File: config.mk
export PLATFORM = sky130hd
export DESIGN_NAME = pintor_cuadro
export DESIGN_NICKNAME = d
export VERILOG_FILES = /design/src/rtl/pintor_cuadro.sv
export SDC_FILE = /design/constraint.sdc
export NUM_CORES = 1
export LEC_CHECK = 0
export BUFFER_PORTS_ARGS = -buffer_cell sky130_fd_sc_hd__buf_4
export CAP_MARGIN = 20
export CORE_MARGIN = 4
export CORE_UTILIZATION = 38
export DETAILED_ROUTE_END_ITERATION = 8
export PLACE_DENSITY = 0.61
export SYNTH_ARGS = -nofsm -noshare
export SYNTH_HDL_FRONTEND = slang
export SYNTH_SLANG_ARGS = --single-unit
File: constraint.sdc
create_clock -name iClk -period 6.7 [get_ports iClk]
set_clock_uncertainty 0.1 [all_clocks]
set_input_delay 0.335 -clock iClk [delete_from_list [all_inputs] [get_ports iClk]]
set_output_delay 0.335 -clock iClk [all_outputs]
set_load 0.05 [all_outputs]
File: src/rtl/pintor_cuadro.sv
// pintor_cuadro: paints a LADO x LADO square of one colour into a framebuffer
// write port (ready/valid), or erases the last painted square with colour 0.
// Optional feature macro: PINTOR_CLIP_EN -- when defined, pixels that fall
// outside H_RES x V_RES are skipped (one idle cycle each) instead of written.
module pintor_cuadro #(
  parameter int H_RES = 160,
  parameter int V_RES = 120,
  parameter int LADO  = 4,
  parameter int AW    = 15,
  parameter int CW    = 3
) (
  input  logic          iClk,
  input  logic          iReset,
  input  logic          iPintar,
  input  logic          iResetPintar,
  input  logic [7:0]    iPosX,
  input  logic [6:0]    iPosY,
  input  logic [CW-1:0] iColor,
  output logic [AW-1:0] oWrAddr,
  output logic [CW-1:0] oWrData,
  output logic          oWrEn,
  input  logic          iWrReady,
  output logic          oListo,
  output logic          oOcupado
);

  // Side counters cover LADO up to 16, i.e. offsets 0..15.
  localparam int CNT_W = 4;
  localparam logic [CNT_W-1:0] LAST_OFS = CNT_W'(LADO - 1);

  typedef enum logic [1:0] {
    ST_IDLE  = 2'd0,
    ST_DRAW  = 2'd1,
    ST_CLEAR = 2'd2,
    ST_DONE  = 2'd3
  } state_e;

  state_e           state_q, state_d;
  logic [CNT_W-1:0] dx_q, dx_d, dy_q, dy_d;
  logic [7:0]       pos_x_q, pos_x_d;
  logic [6:0]       pos_y_q, pos_y_d;
  logic [CW-1:0]    color_q, color_d;
  logic [AW-1:0]    wr_addr_q, wr_addr_d;
  logic [CW-1:0]    wr_data_q, wr_data_d;
  logic             wr_en_q, wr_en_d;
  logic             listo_q, listo_d;
  logic             ocupado_q, ocupado_d;

  logic             advance_s;
  logic             last_s;
  logic             present_s;
  logic [7:0]       pix_bx_s;
  logic [6:0]       pix_by_s;
  logic [CNT_W-1:0] pix_dx_s, pix_dy_s;
  logic [CW-1:0]    pix_data_s;

  // Linear framebuffer address of pixel (bx+dx, by+dy), full precision then truncated.
  function automatic logic [AW-1:0] pix_addr(input logic [7:0] bx, input logic [6:0] by,
                                             input logic [CNT_W-1:0] dx, input logic [CNT_W-1:0] dy);
    logic [31:0] x, y, a;
    x = 32'(bx) + 32'(dx);
    y = 32'(by) + 32'(dy);
    a = y * 32'(H_RES) + x;
    return a[AW-1:0];
  endfunction

`ifdef PINTOR_CLIP_EN
  // True when pixel (bx+dx, by+dy) lies inside the visible frame.
  function automatic logic pix_in_range(input logic [7:0] bx, input logic [6:0] by,
                                        input logic [CNT_W-1:0] dx, input logic [CNT_W-1:0] dy);
    logic [31:0] x, y;
    x = 32'(bx) + 32'(dx);
    y = 32'(by) + 32'(dy);
    return (x < 32'(H_RES)) && (y < 32'(V_RES));
  endfunction
`endif

  // A presented pixel leaves when accepted; a skipped pixel (oWrEn low) leaves after one cycle.
  assign advance_s = wr_en_q ? iWrReady : 1'b1;
  assign last_s    = (dx_q == LAST_OFS) && (dy_q == LAST_OFS);

  // State register.
  always_ff @(posedge iClk or negedge iReset) begin
    if (!iReset) begin
      state_q <= ST_IDLE;
    end else begin
      state_q <= state_d;
    end
  end

  // Next-state logic; erase has priority over paint, busy states ignore commands.
  always_comb begin
    state_d = state_q;
    case (state_q)
      ST_IDLE: begin
        if (iResetPintar) begin
          state_d = ST_CLEAR;
        end else if (iPintar) begin
          state_d = ST_DRAW;
        end else begin
          state_d = ST_IDLE;
        end
      end
      ST_DRAW: begin
        if (advance_s && last_s) begin
          state_d = ST_DONE;
        end else begin
          state_d = ST_DRAW;
        end
      end
      ST_CLEAR: begin
        if (advance_s && last_s) begin
          state_d = ST_IDLE;
        end else begin
          state_d = ST_CLEAR;
        end
      end
      ST_DONE:  state_d = ST_IDLE;
      default:  state_d = ST_IDLE;
    endcase
  end

  // Output/datapath next values: latch command, step the scan, build the next write.
  always_comb begin
    dx_d       = dx_q;
    dy_d       = dy_q;
    pos_x_d    = pos_x_q;
    pos_y_d    = pos_y_q;
    color_d    = color_q;
    wr_addr_d  = wr_addr_q;
    wr_data_d  = wr_data_q;
    wr_en_d    = wr_en_q;
    present_s  = 1'b0;
    pix_bx_s   = pos_x_q;
    pix_by_s   = pos_y_q;
    pix_dx_s   = '0;
    pix_dy_s   = '0;
    pix_data_s = '0;
    case (state_q)
      ST_IDLE: begin
        if (iResetPintar) begin
          dx_d       = '0;
          dy_d       = '0;
          present_s  = 1'b1;
          pix_data_s = '0;
        end else if (iPintar) begin
          pos_x_d    = iPosX;
          pos_y_d    = iPosY;
          color_d    = iColor;
          dx_d       = '0;
          dy_d       = '0;
          present_s  = 1'b1;
          pix_bx_s   = iPosX;
          pix_by_s   = iPosY;
          pix_data_s = iColor;
        end else begin
          wr_en_d = 1'b0;
        end
      end
      ST_DRAW, ST_CLEAR: begin
        if (advance_s) begin
          if (last_s) begin
            dx_d      = '0;
            dy_d      = '0;
            wr_en_d   = 1'b0;
            wr_addr_d = '0;
            wr_data_d = '0;
          end else begin
            if (dx_q == LAST_OFS) begin
              dx_d = '0;
              dy_d = dy_q + 4'd1;
            end else begin
              dx_d = dx_q + 4'd1;
              dy_d = dy_q;
            end
            present_s  = 1'b1;
            pix_dx_s   = dx_d;
            pix_dy_s   = dy_d;
            pix_data_s = (state_q == ST_DRAW) ? color_q : {CW{1'b0}};
          end
        end else begin
          wr_en_d = wr_en_q;
        end
      end
      ST_DONE: begin
        wr_en_d = 1'b0;
      end
      default: begin
        wr_en_d = 1'b0;
      end
    endcase

    if (present_s) begin
      wr_addr_d = pix_addr(pix_bx_s, pix_by_s, pix_dx_s, pix_dy_s);
      wr_data_d = pix_data_s;
`ifdef PINTOR_CLIP_EN
      wr_en_d   = pix_in_range(pix_bx_s, pix_by_s, pix_dx_s, pix_dy_s);
`else
      wr_en_d   = 1'b1;
`endif
    end else begin
      wr_addr_d = wr_addr_d;
    end
  end

  // Status flags follow the state the machine is entering.
  assign listo_d   = (state_d == ST_DONE);
  assign ocupado_d = (state_d != ST_IDLE);

  // Datapath and output registers.
  always_ff @(posedge iClk or negedge iReset) begin
    if (!iReset) begin
      dx_q      <= '0;
      dy_q      <= '0;
      pos_x_q   <= '0;
      pos_y_q   <= '0;
      color_q   <= '0;
      wr_addr_q <= '0;
      wr_data_q <= '0;
      wr_en_q   <= 1'b0;
      listo_q   <= 1'b0;
      ocupado_q <= 1'b0;
    end else begin
      dx_q      <= dx_d;
      dy_q      <= dy_d;
      pos_x_q   <= pos_x_d;
      pos_y_q   <= pos_y_d;
      color_q   <= color_d;
      wr_addr_q <= wr_addr_d;
      wr_data_q <= wr_data_d;
      wr_en_q   <= wr_en_d;
      listo_q   <= listo_d;
      ocupado_q <= ocupado_d;
    end
  end

  assign oWrAddr  = wr_addr_q;
  assign oWrData  = wr_data_q;
  assign oWrEn    = wr_en_q;
  assign oListo   = listo_q;
  assign oOcupado = ocupado_q;

endmodule

==> results of run 1 <==
worst max-delay path by stage:
stage / start / cells past startpoint / to / slack, ns
final: dx_q[0] / 20 / oWrAddr[14] / 1.21
after global routing: dx_q[0] / 20 / oWrAddr[14] / 0.75
after CTS: dx_q[0] / 20 / oWrAddr[14] / 1.19
after detailed placement: dx_q[0] / 20 / oWrAddr[14] / 1.24
after global placement: dx_q[0] / 20 / oWrAddr[14] / 1.49
after floorplan: dx_q[0] / 20 / oWrAddr[14] / 1.78
layer usage:
metal  share of wire (%)  GRT usage, %  vias up  wire, µm
li1                    -             -     1253         -
met1                  46          19.4     1211      3200
met2                  49          25.7       54      3420
met3                 3.7          2.45        6       254
met4                 1.2          3.89        0        82
met5                   0             0        -         0
sequential cells by signal (all words and copies together), names as in the netlist:
name and cells:
dx_q 4, oWrAddr 15, oWrData 3, dy_q 4
pos_y_q 7, oListo 1, color_q 3, oOcupado 1
state_q 2, pos_x_q 8, oWrEn 1
worst register-to-register path: stages, from the launching register on:
cell and delay, ns:
dfrtp_1 0.42, ha_1 0.22, nor3b_2 0.46, nand3_1 0.28, nand3_1 0.26, a21oi_1 0.07, ha_1 0.23, fa_1 0.41
a21o_1 0.18, a21oi_1 0.25, xnor2_1 0.14, ha_1 0.31, inv_1 0.06, fa_1 0.44, nand2b_1 0.17, a21oi_1 0.28
nor3_1 0.11, a2111oi_1 0.47, a211oi_2 0.08, a31o_1 0.20, a32o_1 0.23
cell usage in the layout, fill, tap and decap left out, drive strengths merged, types with 2 or more instances in the layout:
cell | netlist | routed
inv | 14 | 15
xor2 | 8 | 8
nand2b | 9 | 9
a31oi | 2 | 2
fa | 3 | 3
a21oi | 16 | 16
clkbuf | 5 | 5
nand3b | 5 | 5
a22o | 19 | 19
nor2 | 17 | 17
nor3 | 4 | 4
mux2 | 3 | 3
mux2i | 4 | 4
a21o | 7 | 7
dfrtp | 49 | 49
a211oi | 3 | 3
buf | 1 | 45
a2111oi | 2 | 2
nand3 | 10 | 10
nor3b | 2 | 2
nor2b | 4 | 4
o21bai | 3 | 3
ha | 28 | 28
o31ai | 2 | 2
and3 | 2 | 2
nand4 | 2 | 2
nand2 | 58 | 58
o21ai | 13 | 13
clkinvlp | 0 | 2
xnor2 | 12 | 12
a32o | 3 | 3
and2 | 2 | 2
cell type report:
cell class / instances / share of cell area, %
clock buffer: 5 / 1.86
clock inverter: 3 / 0.710
inverter: 14 / 1.42
multi-input combinational: 257 / 50.0
sequential: 49 / 33.1
tap: 102 / 3.45
timing repair buffer: 46 / 9.40
stage by stage:
stage / utilization (%) / instance area [µm²] / cells / worst slack (ns)
6_report: 46.9 / 3700 / 476 / 1.21
5_1_grt: 46.9 / 3700 / 476 / 0.754
4_1_cts: 46.9 / 3700 / 476 / 1.19
3_5_place_dp: 45.6 / 3590 / 467 / 1.24
3_3_place_gp: 45.6 / 3590 / 467 / 1.49
2_1_floorplan: - / 3160 / 326 / 1.78
where the power goes:
group | internal [mW] | total [mW] | leakage (nW) | switching (mW)
Clock | 0.0762 | 0.189 | 0.0423 | 0.113
Combinational | 0.584 | 1.46 | 1.17 | 0.873
Sequential | 0.428 | 0.493 | 0.621 | 0.0652
cells in the mapped netlist, types with 2 or more instances:
cell	count
and2_1	2
a211oi_1	2
o21ai_0	12
a31oi_1	2
xor2_1	8
a21o_1	7
fa_1	3
a22o_1	19
nor2_1	17
dfrtp_1	49
nor2b_1	4
xnor2_1	11
nand3b_1	5
ha_1	28
nand4_1	2
mux2i_1	3
nand2_1	58
o21bai_1	3
o31ai_1	2
and3_1	2
inv_1	12
clkbuf_1	5
nand2b_1	9
nand3_1	10
a21oi_1	16
mux2_2	2
nor3_1	4
a32o_1	3
inv_2	2
cells by family (layout without fill, tap and decap cells):
group                    Yosys count  after routing
buffers and inverters             20             68
multiplexers                       8              8
flip-flops                        49             49
XOR/XNOR                          21             21
AND/OR/NAND/NOR                  120            120
AO/OA/AOI/OAI                     77             77
adder cells (fa/ha/maj)           31             31
what timing repair did:
action                                  in CTS  in global routing
hold buffers                                 1                  0
endpoints found under the setup margin       0                  0
hold endpoints to repair                    49                  0
==> flow_summary.ini, run 1 <==
[layout]
final_nets = 427
drive_gt1_share_pct = 17.4
multiInputGateArea_mm2 = 0.00185
area_growth_pct = 17.1
seq_area_mm2 = 0.00123
num-fill-cells = 746
num_antenna_cells = 0

[setup_path]
cp_slowest_cell = a2111oi_1
crit_family = compound AO/OA/AOI/OAI gates
crit_required_ns = 6.80
path_class = register to register
worstPathCellList = ha_1 > nor3b_2 > nand3_1 > nand3_1 > a21oi_1 > ha_1 > fa_1 > a21o_1 > a21oi_1 > xnor2_1 > ha_1 > inv_1 > fa_1 > nand2b_1 > a21oi_1 > nor3_1 > a2111oi_1 > a211oi_2 > a31o_1 > a32o_1
r2r-end = oWrAddr[14]
r2r_start = dx_q[0]
cp.arrival_ns = 5.59
max_stage_delay_ns = 0.47
cp_max_fo = 9
rrSetupSlack_ns = 1.21
critPathBufInv = 1
cp-start-kind = register
rr_worst_depth = 20
end_kind = register

[timing]
tns_ns = 0
fin_hold_ws_ns = 0.140
max_freq_ghz = 0.182
report.final.slew_viol_count = 0
finalCriticalPeriod_ns = 5.49
fin_crit_sh_pct = 82.0
tightest_slew_ns = 0.890
rsz0062_at_grt = no
hold_viol = 0
relSlewSlack_pct = 40.7
finalSetupViolCount = 0

[routing]
dr_total_vias = 2524
wl_per_cell_um = 14.6
via_per_inst = 5.30
drtPass1Iterations = 4
totalWireLength_um = 6960
drc_errors = 0
ant_nets = 0
first_iter_violations = 103

[power]
ir_worst_vdd_uv = 295
total_power_mw = 2.14
powerDensity_mw_per_mm2 = 579
power_leakage_nw = 1.83

[clock_network]
clk-insertion-delay-late_ns = 0.31
htreeDepth = 2
clk_pin_slew_ns = 0.10
tritoncts = done
cts.sinks = 49
cts_max_path_buffers = 2
post-cts-setup-buffers = 0
numCtsBuffers = 5
root_buffer = clkbuf_8
cts_resized = 0

[synth]
synthesis.nets = 380
synth_compound_area_share_pct = 17.7
yosysUniqueCellTypes = 53
synth_edf_count = 0
async_flop_share_pct = 100
netlist.area_leader.share_pct = 38.8
synth_fa_ha_area_share_pct = 13.0
synthCells = 326
yosysWarnings = 0
ys_seq_elements = 49
muxShareOfSynthArea_pct = 3.45
synth_top_family_by_area = simple AND/OR/NAND/NOR gates
synth_area_leader_cell = dfrtp_1
synth_area_per_cell_um2 = 9.69
ys_seq_area_share_pct = 38.8
syn-cell-area_mm2 = 0.00316
synthXorXnorAreaFrac_pct = 6.50
yosys.area_share.simple_pct = 17.9
ys.flop_type = dfrtp_1
synthTopCellsByArea = dfrtp_1 39%, ha_1 11%, nand2_1 6.9%

[grt]
grt_overflow = 0
grt_pass1_vias = 2614
antenna_found_initial = 0
grt_max_degree = 50
track_usage_pct = 14.9
grt_pass1_wl_um = 12200

[worst_hold_path]
worstHoldStart = iColor[1]
hold-path-endpoint = color_q[1]
hp-class = primary input to register
holdPathStages = 3

[run_status]
status = completed

[placed_design]
portBuffers = 43
globalplace.congestion = 0.825
hpwlAfterDp_um = 5300

[floorplanning]
chipWidth_um = 99.2
rows = 32
io_pins = 44
dieArea_mm2 = 0.00984
core-area_mm2 = 0.00789
start_util_pct = 40.1
die_y_um = 99.2

[run]
timing.max_cap.violations = 0
(Power assumes the default switching activity.)
==> inputs of run 2 (changes only) <==
PLACE_DENSITY = 0.63   (was 0.61)
clock period = 5 ns   (was 6.7 ns; I/O delays follow)
==> run 2 against run 1 <==
  * Critical path depth rose by 1
  * Register-to-register slack got worse by 0.94 ns
  * Combinational power rose by 41%
  * Largest power group unchanged
==> flow_summary.ini, run 2 (synthesized netlist as in run 1, its figures left out) <==
[run_status]
status = completed

[worst_hold_path]
worstHoldStart = iColor[1]
hp-class = primary input to register

[placed_design]
hpwlAfterDp_um = 5580
portBuffers = 43
globalplace.congestion = 0.816
dp_slack_ns = 0.0524

[routing]
totalWireLength_um = 7300
drtPass1Iterations = 5
wl_per_cell_um = 14.9
met3_wirelength_um = 249
wl_met1_um = 3430
ant_nets = 0
via_per_inst = 5.26
top_layer = met4
first_iter_violations = 75
drc_errors = 0
dr_wl_met2_um = 3520
dr_total_vias = 2583

[setup_path]
path_class = register to register
cp.arrival_ns = 4.84
max_stage_delay_ns = 0.41
setup.worst_path.start = dx_q[0]
cpMostUsedCell = ha_1
cp_slowest_cell = dfrtp_1
cp_max_fo = 4
r2r-end = oWrAddr[14]
rr_worst_depth = 21
cp-start-kind = register
crit_required_ns = 5.11
end_kind = register
critical_path.endpoint = oWrAddr[14]
r2r_start = dx_q[0]
rrSetupSlack_ns = 0.27
worstPathCellList = ha_2 > nor3b_4 > nand3_1 > nand3_1 > buf_4 > a21oi_2 > ha_1 > a21o_1 > a211oi_1 > nor2_1 > ha_1 > ha_1 > inv_1 > fa_1 > nand2b_1 > a21oi_2 > nor3_1 > a211o_1 > a211oi_2 > nand4_1 > a32o_1

[power]
power_switching_mw = 1.44
power_frac_comb_pct = 68.1
pwr-share-seq_pct = 21.8
powerDensity_mw_per_mm2 = 777
p_int_mw = 1.58
ir_worst_vdd_uv = 350
p_clk_share_pct = 10.1
power_leakage_nw = 1.92
power_switching_share_pct = 47.7

[clock_network]
cts.sinks = 49
cts_max_path_buffers = 2
clk-insertion-delay-late_ns = 0.31
htreeDepth = 2
clk_pin_slew_ns = 0.09
root_buffer = clkbuf_8
tritoncts = done
numCtsBuffers = 5

[timing]
fin_crit_sh_pct = 94.6
finalSetupViolCount = 0
setup_ws_ns = 0.271
relSlewSlack_pct = 58.1
max_freq_ghz = 0.211
finalCriticalPeriod_ns = 4.73
tightest_slew_ns = 0.628
hold_viol = 0
report.final.slew_viol_count = 0

[floorplanning]
dieArea_mm2 = 0.00984
rows = 32
core-area_mm2 = 0.00789
io_pins = 44
die_y_um = 99.2
start_util_pct = 40.1
chipWidth_um = 99.2

[layout]
layout_commonest_cell = buf_4
multiInputGateArea_mm2 = 0.00189
drive_gt1_share_pct = 23.1
fin_util_pct = 49.3
largest_reg_flops = 15
final_nets = 442
final_cell_mix = 59 x buf_4, 58 x nand2_1, 49 x dfrtp_1
seq_area_mm2 = 0.00123
num-fill-cells = 761
area_growth_pct = 23.1
num_antenna_cells = 0

[grt]
antenna_found_initial = 0
grt_overflow = 0
grt_max_degree = 50
grt_pass1_wl_um = 12300
track_usage_pct = 15.4
grt_pass1_vias = 2587

[run]
timing.max_cap.violations = 0
[run 2: changes by cell type in the layout (fill, tap and decap cells not counted), sizes merged]
cell,previous run,this run
clkinvlp,2,1
clkbuf,5,6
bufinv,0,1
inv,15,14
buf,45,60
[run 2: power by group through the flow]
stage	sequential [mW]	combinational [mW]	clock, mW
2_1_floorplan	0.911	1.26	0
3_3_place_gp	0.665	1.98	0
3_5_place_dp	0.668	2.03	0
4_1_cts	0.661	2.03	0.310
5_1_grt	0.681	2.29	0.329
6_report	0.659	2.06	0.305
[run 2: per-layer routing]
metal	vias to the layer above	track usage, %
li1	1287	-
met1	1244	20.6
met2	43	25.5
met3	9	3.16
met4	0	3.99
met5	-	0
[run 2: per-stage QoR]
step | area, µm² | cells | setup TNS, ns | power [mW] | hold WS (ns)
4_1_cts | 3800 | 486 | 0 | 3.00 | 0.0518
3_3_place_gp | 3670 | 477 | 0 | 2.65 | 0.220
5_1_grt | 3890 | 491 | -0.0374 | 3.30 | 0.0548
6_report | 3890 | 491 | 0 | 3.02 | 0.0504
2_1_floorplan | 3160 | 326 | 0 | 2.17 | -0.146
3_5_place_dp | 3670 | 477 | 0 | 2.69 | 0.224
[run 2: final cells by class]
class	count	area share [%]
multi-input cells	257	48.6
flip-flops and latches	49	31.5
repair buffers	61	12.2
well taps	102	3.28
clock buffers	6	2.12
inverters	14	1.35
clock inverters	2	0.965
[run 2: worst min-delay path by stage]
stage	to	slack, ns	depth (start not counted)
2_1_floorplan	color_q[0]	-0.15	0
3_3_place_gp	oWrEn	0.22	1
3_5_place_dp	dx_q[3]	0.22	1
4_1_cts	color_q[1]	0.05	3
5_1_grt	color_q[1]	0.05	3
6_report	color_q[1]	0.05	3
[run 2: critical path: cells and delay by family, from the launching register on]
kind,cells,cell delay (ns)
AND/OR/NAND/NOR,7,0.89
flip-flops,1,0.41
adder cells (fa/ha/maj),5,1.35
AO/OA/AOI/OAI,7,1.66
buffers and inverters,2,0.22
[run 2: what timing repair did]
action | 4_1_cts | 5_1_grt
endpoints found under the setup margin | 0 | 2
hold endpoints to repair | 49 | 0
hold buffers | 1 | 0
gates resized for setup | 0 | 12
setup buffers | 0 | 5
